### config.mk
export PLATFORM = sky130hd
export DESIGN_NAME = i2s_adc_receiver
export DESIGN_NICKNAME = d
export VERILOG_FILES = /design/src/rtl/i2s_adc_receiver.sv
export SDC_FILE = /design/constraint.sdc
export NUM_CORES = 1
export LEC_CHECK = 0
export ABC_CLOCK_PERIOD_IN_PS = 5580
export CORE_ASPECT_RATIO = 0.6
export CORE_MARGIN = 2
export CORE_UTILIZATION = 50
export CTS_BUF_LIST = sky130_fd_sc_hd__clkbuf_4 sky130_fd_sc_hd__clkbuf_8
export DETAILED_ROUTE_END_ITERATION = 10
export PLACE_DENSITY = 0.8
export SLEW_MARGIN = 20
export SYNTH_ARGS = -nofsm -noshare
export SYNTH_HDL_FRONTEND = slang
export SYNTH_SLANG_ARGS = --single-unit
### constraint.sdc
create_clock -name clk -period 5.58 [get_ports clk]
set_clock_uncertainty 0.2 [all_clocks]
set_input_delay 0.837 -clock clk [delete_from_list [all_inputs] [get_ports clk]]
set_output_delay 0.837 -clock clk [all_outputs]
set_load 0.01 [all_outputs]
### src/rtl/i2s_adc_receiver.sv
// I2S ADC receiver.
// Oversamples the codec BCLK/LRCK/DATA lines in the clk domain and deserializes
// one left/right sample pair per LRCK frame. The pair is handed to a consumer
// through a valid/ack hold register, with sticky overrun and framing-error flags.
module i2s_adc_receiver #(
    parameter int LEADING_BITS  = 1,
    parameter int DATA_BITS     = 16,
    parameter int TRAILING_BITS = 15
) (
    input  logic                 clk,
    input  logic                 rst,
    input  logic                 codec_aud_bclk_i,
    input  logic                 codec_aud_adclrck_i,
    input  logic                 codec_aud_adcdat_i,
    input  logic                 i2s_enable_i,
    input  logic                 i2s_ack_i,
    output logic [DATA_BITS-1:0] i2s_sample_data_L_o,
    output logic [DATA_BITS-1:0] i2s_sample_data_R_o,
    output logic                 i2s_valid_o,
    output logic                 i2s_overrun_o,
    output logic                 i2s_frame_err_o
);

    localparam int TOTAL_TICKS = LEADING_BITS + DATA_BITS + TRAILING_BITS;
    localparam int TW          = (TOTAL_TICKS > 1) ? $clog2(TOTAL_TICKS) : 1;

    localparam logic [TW-1:0] TICK_FIRST = TW'(LEADING_BITS);
    localparam logic [TW-1:0] TICK_LAST  = TW'(LEADING_BITS + DATA_BITS - 1);
    localparam logic [TW-1:0] TICK_MAX   = TW'(TOTAL_TICKS - 1);

    typedef enum logic [1:0] {
        WAIT_SYNC,
        RX_LEFT,
        RX_RIGHT
    } state_t;

    // Bits [1:0] are the two synchronizer flops, bit [2] is the edge-detect stage.
    logic [2:0] bclk_pipe;
    logic [2:0] lrck_pipe;
    logic [2:0] dat_pipe;

    logic          bclk_rise;
    logic          lrck_smp;
    logic          dat_smp;
    logic          lrck_prev;
    logic          lrck_change;
    logic [TW-1:0] tick_q;
    logic [TW-1:0] tick_cur;
    logic          in_window;
    logic          half_done;
    logic          load;

    state_t                 state;
    logic [DATA_BITS-1:0]   shift_l;
    // The last right bit goes straight into the output register, so only
    // DATA_BITS-1 right bits ever need to be held here.
    logic [DATA_BITS-2:0]   shift_r;
    logic [DATA_BITS-1:0]   right_word;

    // Bring the asynchronous codec lines into the clk domain.
    always_ff @(posedge clk) begin
        if (rst) begin
            bclk_pipe <= '0;
            lrck_pipe <= '0;
            dat_pipe  <= '0;
        end else begin
            // NOTE: non-blocking assignments make every flop take its pre-edge
            // input, so each chain advances exactly one stage per clk.
            bclk_pipe <= {bclk_pipe[1:0], codec_aud_bclk_i};
            lrck_pipe <= {lrck_pipe[1:0], codec_aud_adclrck_i};
            dat_pipe  <= {dat_pipe[1:0], codec_aud_adcdat_i};
        end
    end

    // LRCK and DATA are taken from the edge-detect stage. They settled on the
    // preceding BCLK fall, which is at least three clk periods earlier.
    assign bclk_rise   = bclk_pipe[1] & ~bclk_pipe[2];
    assign lrck_smp    = lrck_pipe[2];
    assign dat_smp     = dat_pipe[2];
    assign lrck_change = (lrck_smp != lrck_prev);

    // Work out the tick number of the current bit: 0 on an LRCK change, otherwise a saturating +1.
    always_comb begin
        // NOTE: giving the signal a default first means every path drives it,
        // so no latch is inferred.
        tick_cur = tick_q;
        if (lrck_change) begin
            tick_cur = '0;
        end else if (tick_q != TICK_MAX) begin
            tick_cur = tick_q + 1'b1;
        end
    end

    assign in_window  = (tick_cur >= TICK_FIRST) && (tick_cur <= TICK_LAST);
    // When LRCK changes, tick_q still holds the final tick of the half that just ended.
    assign half_done  = (tick_q >= TICK_LAST);
    assign right_word = {shift_r, dat_smp};
    assign load       = i2s_enable_i && bclk_rise && (state == RX_RIGHT)
                        && !lrck_change && (tick_cur == TICK_LAST);

    // On every BCLK rise, record LRCK and advance the bit tick counter.
    always_ff @(posedge clk) begin
        if (rst) begin
            lrck_prev <= 1'b0;
            tick_q    <= '0;
        end else if (bclk_rise) begin
            lrck_prev <= lrck_smp;
            tick_q    <= tick_cur;
        end
    end

    // Frame FSM: deserializes both channels, then manages the output hold register and flags.
    always_ff @(posedge clk) begin
        if (rst) begin
            state               <= WAIT_SYNC;
            shift_l             <= '0;
            shift_r             <= '0;
            i2s_sample_data_L_o <= '0;
            i2s_sample_data_R_o <= '0;
            i2s_valid_o         <= 1'b0;
            i2s_overrun_o       <= 1'b0;
            i2s_frame_err_o     <= 1'b0;
        end else begin
            if (!i2s_enable_i) begin
                state <= WAIT_SYNC;
            end else if (bclk_rise) begin
                unique case (state)
                    WAIT_SYNC: begin
                        // Only a left-channel start realigns; any partial half is dropped.
                        if (lrck_change && lrck_smp) begin
                            state <= RX_LEFT;
                        end
                    end
                    RX_LEFT: begin
                        if (lrck_change) begin
                            if (half_done) begin
                                state <= RX_RIGHT;
                            end else begin
                                state           <= WAIT_SYNC;
                                i2s_frame_err_o <= 1'b1;
                            end
                        end else if (in_window) begin
                            shift_l <= {shift_l[DATA_BITS-2:0], dat_smp};
                        end
                    end
                    RX_RIGHT: begin
                        if (lrck_change) begin
                            if (half_done) begin
                                state <= RX_LEFT;
                            end else begin
                                state           <= WAIT_SYNC;
                                i2s_frame_err_o <= 1'b1;
                            end
                        end else if (in_window) begin
                            shift_r <= right_word[DATA_BITS-2:0];
                        end
                    end
                    default: state <= WAIT_SYNC;
                endcase
            end

            // A load takes priority over an acknowledge arriving in the same cycle.
            if (load) begin
                i2s_sample_data_L_o <= shift_l;
                i2s_sample_data_R_o <= right_word;
                i2s_valid_o         <= 1'b1;
                if (i2s_valid_o && !i2s_ack_i) begin
                    i2s_overrun_o <= 1'b1;
                end
            end else if (i2s_ack_i) begin
                i2s_valid_o <= 1'b0;
            end
        end
    end

endmodule

==> impl_metrics.yaml, run 1 <==
drt:
  avgViaCountPerCell: 5.48
  route.final.wire_length_um: 6700
  top_signal_layer_used: "met4"
  drt_iter0_markers: 183
  final_ant_viol_nets: 0
  detailroute.via_count: 2641
  detail_route.drc_violations: 0
  wl_met1_um: 3280
  drt_first_pass_iters: 5
  wl_met2_um: 2920
  met3_length_um: 400
  wl_per_cell_um: 13.9
setup_path:
  worst_r2r_endpoint: "shift_r[6]"
  worst-r2r-setup-slack_ns: 2.64
  cp_data_arrival_time_ns: 3.01
  r2r_start: "tick_q[0]"
  critPathSlowestCell: "o22ai_4"
  start_kind: "flip-flop"
  worst_setup_path_end_kind: "flip-flop"
  criticalPathCategory: "reg -> reg"
  cp_data_required_time_ns: 5.65
  timing.critical_path.fanout_max: 34
  reg2regPathDepth: 6
  worst_path_largest_cell_delay_ns: 0.62
  crit_path_cell_trace: "ha_1 -> nand4_2 -> mux2_4 -> o21a_2 -> o22ai_4 -> mux2i_1"
yosys:
  synthCells: 363
  postSynthRegisterBits: 83
  async_flop_share_pct: 0
  synth.net_count: 377
  synth-edff-count: 0
  netlist-cell-type-count: 38
  synth.avg_cell_area_um2: 9.37
  synth-seq-area-share_pct: 48.9
  post_synthesis_instance_area_um2: 3400
  most_common_flop_cell_mapped_by_yosys: "dfxtp_1"
  ys.warnings.count: 0
floorplanning:
  std_cell_rows: 23
  design.die.area_um2: 7500
  design.portCount: 42
  chipHeight_um: 67.9
  fp.coreArea_um2: 6620
  die_width_um: 110
  initial_utilization_pct: 51.4
cts:
  ctsLongestPathBuffers: 2
  cts_resized: 0
  holdBufCountCts: 0
  clkSlewWorstSetupHoldPaths_ns: 0.08
  ctsHtreeMaxLevel: 3
  cts_post_setup_buffers_inserted: 0
  clock_root_buffer: "clkbuf_8"
  clock_sink_count: 83
  clock_insertion_delay_at_the_later_pin_of_the_skew_report_ns: 0.35
  tritoncts: "done"
  cts_inserted_buffers: 9
placed_design:
  pre_cts_ws_ns: 2.25
  routabilityCongestion: 0.854
  buffer_ports.inserted: 41
  dpl.hpwl_um: 4290
layout:
  register_area_um2: 1660
  area_growth_syn_to_layout_pct: 18.4
  antenna_cells: 0
  final_nets: 405
  multi_input_comb_area_um2: 1600
  final_core_utilization_pct: 60.8
  nFillCells: 576
  layout-drive-gt1-share_pct: 7.59
timing:
  slew_margin_rel_pct: 29.3
  timing.final.crit_share_pct: 52.7
  worst_pin_slew_ns: 1.05
  timing.fmax_mhz: 340
  final_period_demand_of_the_worst_path_ns: 2.94
  drv_slew: 0
  postLayoutSetupSlackWorst_ns: 2.64
  hold_violations: 0
  setup_total_negative_slack_ns: 0
  grt_setup_unrepaired: "false"
  hold-worst-slack_ns: 0.234
  setup_failing_eps_final: 0
hold_path:
  hold-path-endpoint: "lrck_pipe[1]"
  whs_path_depth: 1
  worst_hold_path_type: "reg -> reg"
  timing.hold.worst.start: "lrck_pipe[0]"
outcome:
  run_status: "finished clean"
flow_run:
  drv_cap: 0
grt:
  maximum_number_of_pins_on_one_net_before_global_route_repair: 84
  grt_pass1_vias: 2437
  wire_length_of_the_first_global_routing_pass_um: 11300
  antenna_violations_before_repair: 0
  all_layer_gr_usage_pct: 18.9
  gr-total-overflow: 0
pwr:
  power.leakage_nw: 1.30
  max-vdd-ir-drop_mv: 0.122
  p_total_mw: 1.09
  powerDensity_nw_per_um2: 270
==> sequential cells by signal, summed over array words and instances (netlist names) <==
| signal | count |
|---|---|
| i2s_valid_o | 1 |
| lrck_prev | 1 |
| i2s_overrun_o | 1 |
| i2s_sample_data_R_o | 16 |
| shift_l | 16 |
| shift_r | 15 |
| tick_q | 5 |
| i2s_sample_data_L_o | 16 |
| i2s_frame_err_o | 1 |
| dat_pipe | 3 |
| bclk_pipe | 3 |
| state | 2 |
| lrck_pipe | 3 |
==> cells in the mapped netlist, types with 2 or more instances <==
library cell	instances	share of area [%]
buf_2	5	0.74
or3_1	2	0.37
nand2_1	14	1.5
inv_1	6	0.66
mux2i_1	31	9.1
a21oi_1	45	6.6
nor2_1	6	0.66
dfxtp_1	83	49
o21ai_0	35	5.2
nand3_1	35	5.2
a31oi_1	2	0.37
nand4_1	2	0.37
nor3_1	4	0.59
clkbuf_1	19	2.1
nand2b_1	36	6.6
ha_1	7	2.6
nor2b_1	10	1.8
==> worst max-delay path by stage <==
stage	startpoint	to	slack, ns
floorplan	tick_q[0]	shift_r[10]	3.24
global placement	i2s_enable_i	shift_r[9]	2.39
detailed placement	i2s_enable_i	shift_r[6]	2.25
CTS	tick_q[0]	shift_r[6]	2.30
global route	tick_q[0]	shift_l[2]	2.45
finish	tick_q[0]	shift_r[6]	2.64
==> placed cells by master, fill, tap and decap left out, drive strengths merged <==
cell type      netlist  final
o21a                 1      1
o21ba                1      1
nor2b               10     10
clkbuf              19     10
a31oi                2      2
and2                 1      1
nor2                 6      6
or3                  2      2
mux2                 1      1
and3                 1      1
clkdlybuf4s50        0     40
o21ai               36     36
a211oi               1      1
o2bb2ai              1      1
nand3               35     35
nor4                 1      1
a32oi                1      1
bufinv               0      2
ha                   7      7
dfxtp               83     83
inv                  6      6
nor3                 4      4
o22ai                1      1
nand2b              36     36
nor3b                1      1
nand2               14     14
a21boi               2      2
a21bo                1      1
clkinv               0      3
nand4                3      3
buf                  8      4
a41oi                1      1
xor2                 1      1
mux2i               31     31
a21oi               45     45
==> per-layer routing <==
metal / vias to the layer above / global-route usage (%)
met5: - / 0
met1: 1238 / 24.2
li1: 1316 / -
met2: 74 / 30.7
met3: 13 / 5.85
met4: 0 / 7.50
==> through the flow <==
| stage | area [µm²] | cells |
|---|---|---|
| finish | 4030 | 482 |
| CTS | 4030 | 482 |
| floorplan | 3400 | 363 |
| detailed placement | 3810 | 467 |
| global placement | 3810 | 467 |
| global route | 4030 | 482 |
==> logic make-up after synthesis <==
family / synth area share (%)
AOI/OAI and AO/OA: 15.5
buffers and inverters: 4.49
adders and majority gates: 2.58
and+or+nand+nor: 18.7
DFF: 48.9
xor gates and xnor gates: 0.258
muxes: 9.57
==> power breakdown <==
part | switching, mW | leakage (nW) | internal [mW]
clock network | 0.201 | 0.110 | 0.254
registers | 0.00159 | 0.670 | 0.595
logic | 0.0228 | 0.522 | 0.0134
total | 0.226 | 1.30 | 0.862
==> critical path: cells and delay by family (launching register included) <==
| kind | cells | cell delay [ns] |
|---|---|---|
| AO/OA/AOI/OAI | 2 | 1.05 |
| adder cells (fa/ha/maj) | 1 | 0.32 |
| flip-flops | 1 | 0.44 |
| multiplexers | 2 | 0.65 |
| AND/OR/NAND/NOR | 1 | 0.19 |
==> cell type report <==
cell class              count  share of cell area [%]
repair buffers             44                    10.6
well taps                  87                    2.70
flip-flops and latches     83                    41.3
inverters                   6                   0.559
clock buffers              10                    3.26
clock inverters             5                    1.96
multi-input cells         247                    39.6
(Power assumes the default switching activity.)
==> run 2, diff against run 1 <==
Settings changed: ABC_CLOCK_PERIOD_IN_PS 5580 to 3000.
Clock period 5.58 ns to 3 ns, I/O delays scaled along.
==> impl_metrics.yaml, run 2 (synthesis results as in run 1) <==
floorplanning:
  fp.coreArea_um2: 6620
  std_cell_rows: 23
  chipHeight_um: 67.9
  die_width_um: 110
  design.portCount: 42
  initial_utilization_pct: 51.4
  design.die.area_um2: 7500
timing:
  final_period_demand_of_the_worst_path_ns: 2.65
  slew_margin_rel_pct: 55.6
  timing.fmax_mhz: 377
  setup_failing_eps_final: 0
  setup_total_negative_slack_ns: 0
  hold_violations: 0
  drv_slew: 0
  grt_setup_unrepaired: "false"
  timing.final.crit_share_pct: 88.5
  worst_pin_slew_ns: 0.667
layout:
  layout-drive-gt1-share_pct: 8.50
  antenna_cells: 0
  area_growth_syn_to_layout_pct: 19.6
  final_nets: 409
  mostFrequentLayoutCells: "dfxtp_1 (83), a21oi_1 (45), clkdlybuf4s50_1 (40)"
  final_cell_count_no_fill: 487
  final_common_cell: "dfxtp_1"
  reg_top3: "i2s_sample_data_L_o x16, i2s_sample_data_R_o x16, shift_l x16"
  nFillCells: 561
setup_path:
  cp_data_arrival_time_ns: 2.73
  worst_path_largest_cell_delay_ns: 0.55
  timing.critical_path.fanout_max: 15
  r2r_start: "tick_q[0]"
  cp_data_required_time_ns: 3.08
  criticalPathCategory: "reg -> reg"
  critPathSlowestCell: "o22ai_4"
  worst_setup_path_end_kind: "flip-flop"
  crit_path_cell_trace: "ha_1 -> nand4_2 -> mux2_4 -> o21a_1 -> o22ai_4 -> mux2i_1"
  worst_setup_path_startpoint: "tick_q[0]"
  start_kind: "flip-flop"
placed_design:
  dpl.hpwl_um: 4350
  place_inst: 471
  routabilityCongestion: 0.855
  buffer_ports.inserted: 41
cts:
  clock_insertion_delay_at_the_later_pin_of_the_skew_report_ns: 0.35
  ctsHtreeMaxLevel: 3
  clock_sink_count: 83
  clkSlewWorstSetupHoldPaths_ns: 0.08
  cts_inserted_buffers: 9
  cts_resized: 0
  clock_root_buffer: "clkbuf_8"
  cts_post_setup_buffers_inserted: 0
  tritoncts: "done"
  ctsLongestPathBuffers: 2
  holdBufCountCts: 0
outcome:
  run_status: "finished clean"
pwr:
  max-vdd-ir-drop_mv: 0.282
  powerDensity_nw_per_um2: 494
  p_total_mw: 2.01
  power.leakage_nw: 1.32
hold_path:
  worst_hold_path_type: "reg -> reg"
  timing.hold.worst.start: "lrck_pipe[0]"
grt:
  maximum_number_of_pins_on_one_net_before_global_route_repair: 64
  gr-total-overflow: 0
  all_layer_gr_usage_pct: 18.9
  wire_length_of_the_first_global_routing_pass_um: 11500
  antenna_violations_before_repair: 0
  grt_pass1_vias: 2533
drt:
  drt_iter0_markers: 178
  detailroute.via_count: 2670
  avgViaCountPerCell: 5.48
  wl_per_cell_um: 13.9
  detail_route.drc_violations: 0
  final_ant_viol_nets: 0
  route.final.wire_length_um: 6790
  drt_first_pass_iters: 5
flow_run:
  drv_cap: 0
## run 2: layout make-up
cell class | count | area, µm² | area share [%]
Sequential cell | 83 | 1660 | 40.9
Multi-Input combinational cell | 247 | 1590 | 39.2
Timing Repair Buffer | 48 | 470 | 11.6
Clock buffer | 10 | 138 | 3.38
Tap cell | 87 | 109 | 2.68
Clock inverter | 6 | 71.3 | 1.75
Inverter | 6 | 22.5 | 0.554
## run 2: worst max-delay path, delay by kind of cell, from the launching register on
| kind | cells | cell delay, ns |
|---|---|---|
| adders and majority gates | 1 | 0.34 |
| muxes | 2 | 0.64 |
| DFF | 1 | 0.45 |
| and+or+nand+nor | 1 | 0.18 |
| AOI/OAI and AO/OA | 2 | 0.77 |
## run 2: path summary, 6_finish.rpt
path,endpoint,slack (ns),cells after the start
max reg2reg,shift_r[4],0.35,6
max,shift_r[4],0.35,6
min reg2reg,lrck_pipe[1],0.24,1
min,lrck_pipe[1],0.24,1
## run 2: power by group
group          switching (mW)  internal (mW)  total, mW
clock                   0.411          0.417      0.828
combinational          0.0441         0.0280     0.0721
sequential            0.00283           1.11       1.11
total                   0.458           1.55       2.01
## run 2: per-stage QoR
step	hold WS, ns	instance area (µm²)	setup slack (ns)	util [%]
6_report	0.243	4070	0.346	61.4
3_3_place_gp	0.222	3860	0.464	58.3
5_1_grt	0.257	4070	0.170	61.4
2_1_floorplan	0.214	3400	0.660	-
4_1_cts	0.243	4070	0.366	61.4
3_5_place_dp	0.222	3860	0.380	58.3
## run 2: routing by layer
layer | part of all wire, % | track usage [%] | wire (µm)
met4 | 1.1 | 6.56 | 78
met5 | 0 | 0 | 0
met2 | 44 | 31.3 | 2980
met1 | 48 | 24.6 | 3280
met3 | 6.6 | 5.05 | 451
==> run 3, diff against run 2 <==
Settings changed: CELL_PAD_IN_SITES_DETAIL_PLACEMENT set to 1, CELL_PAD_IN_SITES_GLOBAL_PLACEMENT set to 1, CORE_UTILIZATION 50 to 44, PLACE_DENSITY 0.8 to 0.89.
==> impl_metrics.yaml, run 3 (synthesis results as in run 1) <==
outcome:
  run_status: "finished clean"
floorplanning:
  std_cell_rows: 24
  chipHeight_um: 72.1
  design.die.area_um2: 8470
  fp.coreArea_um2: 7390
  design.portCount: 42
  die_width_um: 117
  initial_utilization_pct: 46.0
placed_design:
  routabilityCongestion: 0.823
  pre_cts_ws_ns: 0.308
  buffer_ports.inserted: 41
  dpl.hpwl_um: 5490
grt:
  wire_length_of_the_first_global_routing_pass_um: 14200
  all_layer_gr_usage_pct: 21.0
  gr-total-overflow: 0
  maximum_number_of_pins_on_one_net_before_global_route_repair: 54
  grt_pass1_vias: 2843
  antenna_violations_before_repair: 0
setup_path:
  worst_path_largest_cell_delay_ns: 0.48
  cp_num_buf_inv: 1
  cp_data_required_time_ns: 3.06
  start_kind: "flip-flop"
  cp_data_arrival_time_ns: 2.85
  critPathSlowestCell: "dfxtp_1"
  criticalPathCategory: "reg -> reg"
  timing.critical_path.fanout_max: 15
  worst-r2r-setup-slack_ns: 0.21
  crit_path_cell_trace: "ha_1 -> nand4_2 -> mux2_4 -> o21a_1 -> o22ai_4 -> buf_4 -> mux2i_1"
  path_delay_family: "multiplexers"
  worst_setup_path_end_kind: "flip-flop"
cts:
  clock_sink_count: 83
  cts_resized: 0
  clkSlewWorstSetupHoldPaths_ns: 0.08
  tritoncts: "done"
  ctsLongestPathBuffers: 2
  clock_insertion_delay_at_the_later_pin_of_the_skew_report_ns: 0.36
  cts_inserted_buffers: 9
  ctsHtreeMaxLevel: 3
  holdBufCountCts: 0
  clock_root_buffer: "clkbuf_8"
  cts_post_setup_buffers_inserted: 0
drt:
  drt_iter0_markers: 141
  drt_first_pass_iters: 4
  wl_per_cell_um: 16.6
  detail_route.drc_violations: 0
  avgViaCountPerCell: 5.37
  detailroute.via_count: 2712
  route.final.wire_length_um: 8410
  final_ant_viol_nets: 0
flow_run:
  drv_cap: 0
timing:
  drv_slew: 0
  final_period_demand_of_the_worst_path_ns: 2.79
  setup_failing_eps_final: 0
  timing.final.crit_share_pct: 92.9
  timing.fmax_mhz: 359
  grt_setup_unrepaired: "false"
  worst_pin_slew_ns: 0.567
  postLayoutSetupSlackWorst_ns: 0.213
  hold_violations: 0
  setup_total_negative_slack_ns: 0
  hold-worst-slack_ns: 0.252
  slew_margin_rel_pct: 62.2
layout:
  layout-drive-gt1-share_pct: 8.73
  final_common_cell: "dfxtp_1"
  mostFrequentLayoutCells: "dfxtp_1 (83), a21oi_1 (45), clkdlybuf4s50_1 (40)"
  reg_top3: "i2s_sample_data_L_o x16, i2s_sample_data_R_o x16, shift_l x16"
  area_growth_syn_to_layout_pct: 20.9
  antenna_cells: 0
  final_nets: 411
hold_path:
  worst_hold_path_type: "reg -> reg"
pwr:
  p_total_mw: 2.07
  max-vdd-ir-drop_mv: 0.237
  power.leakage_nw: 1.34
  powerDensity_nw_per_um2: 504
-- run 3: final timing paths --
| kind | endpoint | from | cells past startpoint |
|---|---|---|---|
| worst max-delay path | shift_r[12] | tick_q[1] | 7 |
| worst max register to register | shift_r[12] | tick_q[1] | 7 |
| worst min-delay path | dat_pipe[1] | dat_pipe[0] | 1 |
| worst min register to register | dat_pipe[1] | dat_pipe[0] | 1 |
-- run 3: layout make-up --
| cell class | count | area [µm²] |
|---|---|---|
| Timing Repair Buffer | 50 | 485 |
| Multi-Input combinational cell | 247 | 1590 |
| Fill cell | 857 | 3270 |
| Clock buffer | 11 | 145 |
| Clock inverter | 4 | 73.8 |
| Inverter | 6 | 22.5 |
| Sequential cell | 83 | 1660 |
| Tap cell | 104 | 130 |
-- run 3: worst reg2reg max path: cells and delay by family (launching register included) --
kind | cells | cell delay, ns
fa+ha+maj | 1 | 0.36
simple gates | 1 | 0.24
buf+inv | 1 | 0.30
flops | 1 | 0.48
compound gates | 2 | 0.43
mux | 2 | 0.69
-- run 3: stage by stage --
| step | util (%) | std cells | cell area [µm²] |
|---|---|---|---|
| final | 55.7 | 505 | 4110 |
| after global routing | 55.7 | 505 | 4110 |
| after CTS | 55.7 | 505 | 4110 |
| after detailed placement | 52.7 | 490 | 3890 |
| after global placement | 52.7 | 490 | 3890 |
| after floorplan | - | 363 | 3400 |
-- run 3: layer usage --
layer  GRT usage [%]  wire (µm)
met5               0          0
met4            4.55         46
met3            5.82        322
met2            36.5       3940
met1            26.7       4100
-- run 3: where the power goes --
group | internal [mW] | total, mW | switching, mW | leakage [nW]
registers | 1.11 | 1.11 | 0.00356 | 0.670
clock network | 0.498 | 0.889 | 0.391 | 0.113
logic | 0.0289 | 0.0748 | 0.0459 | 0.557
total | 1.63 | 2.07 | 0.440 | 1.34
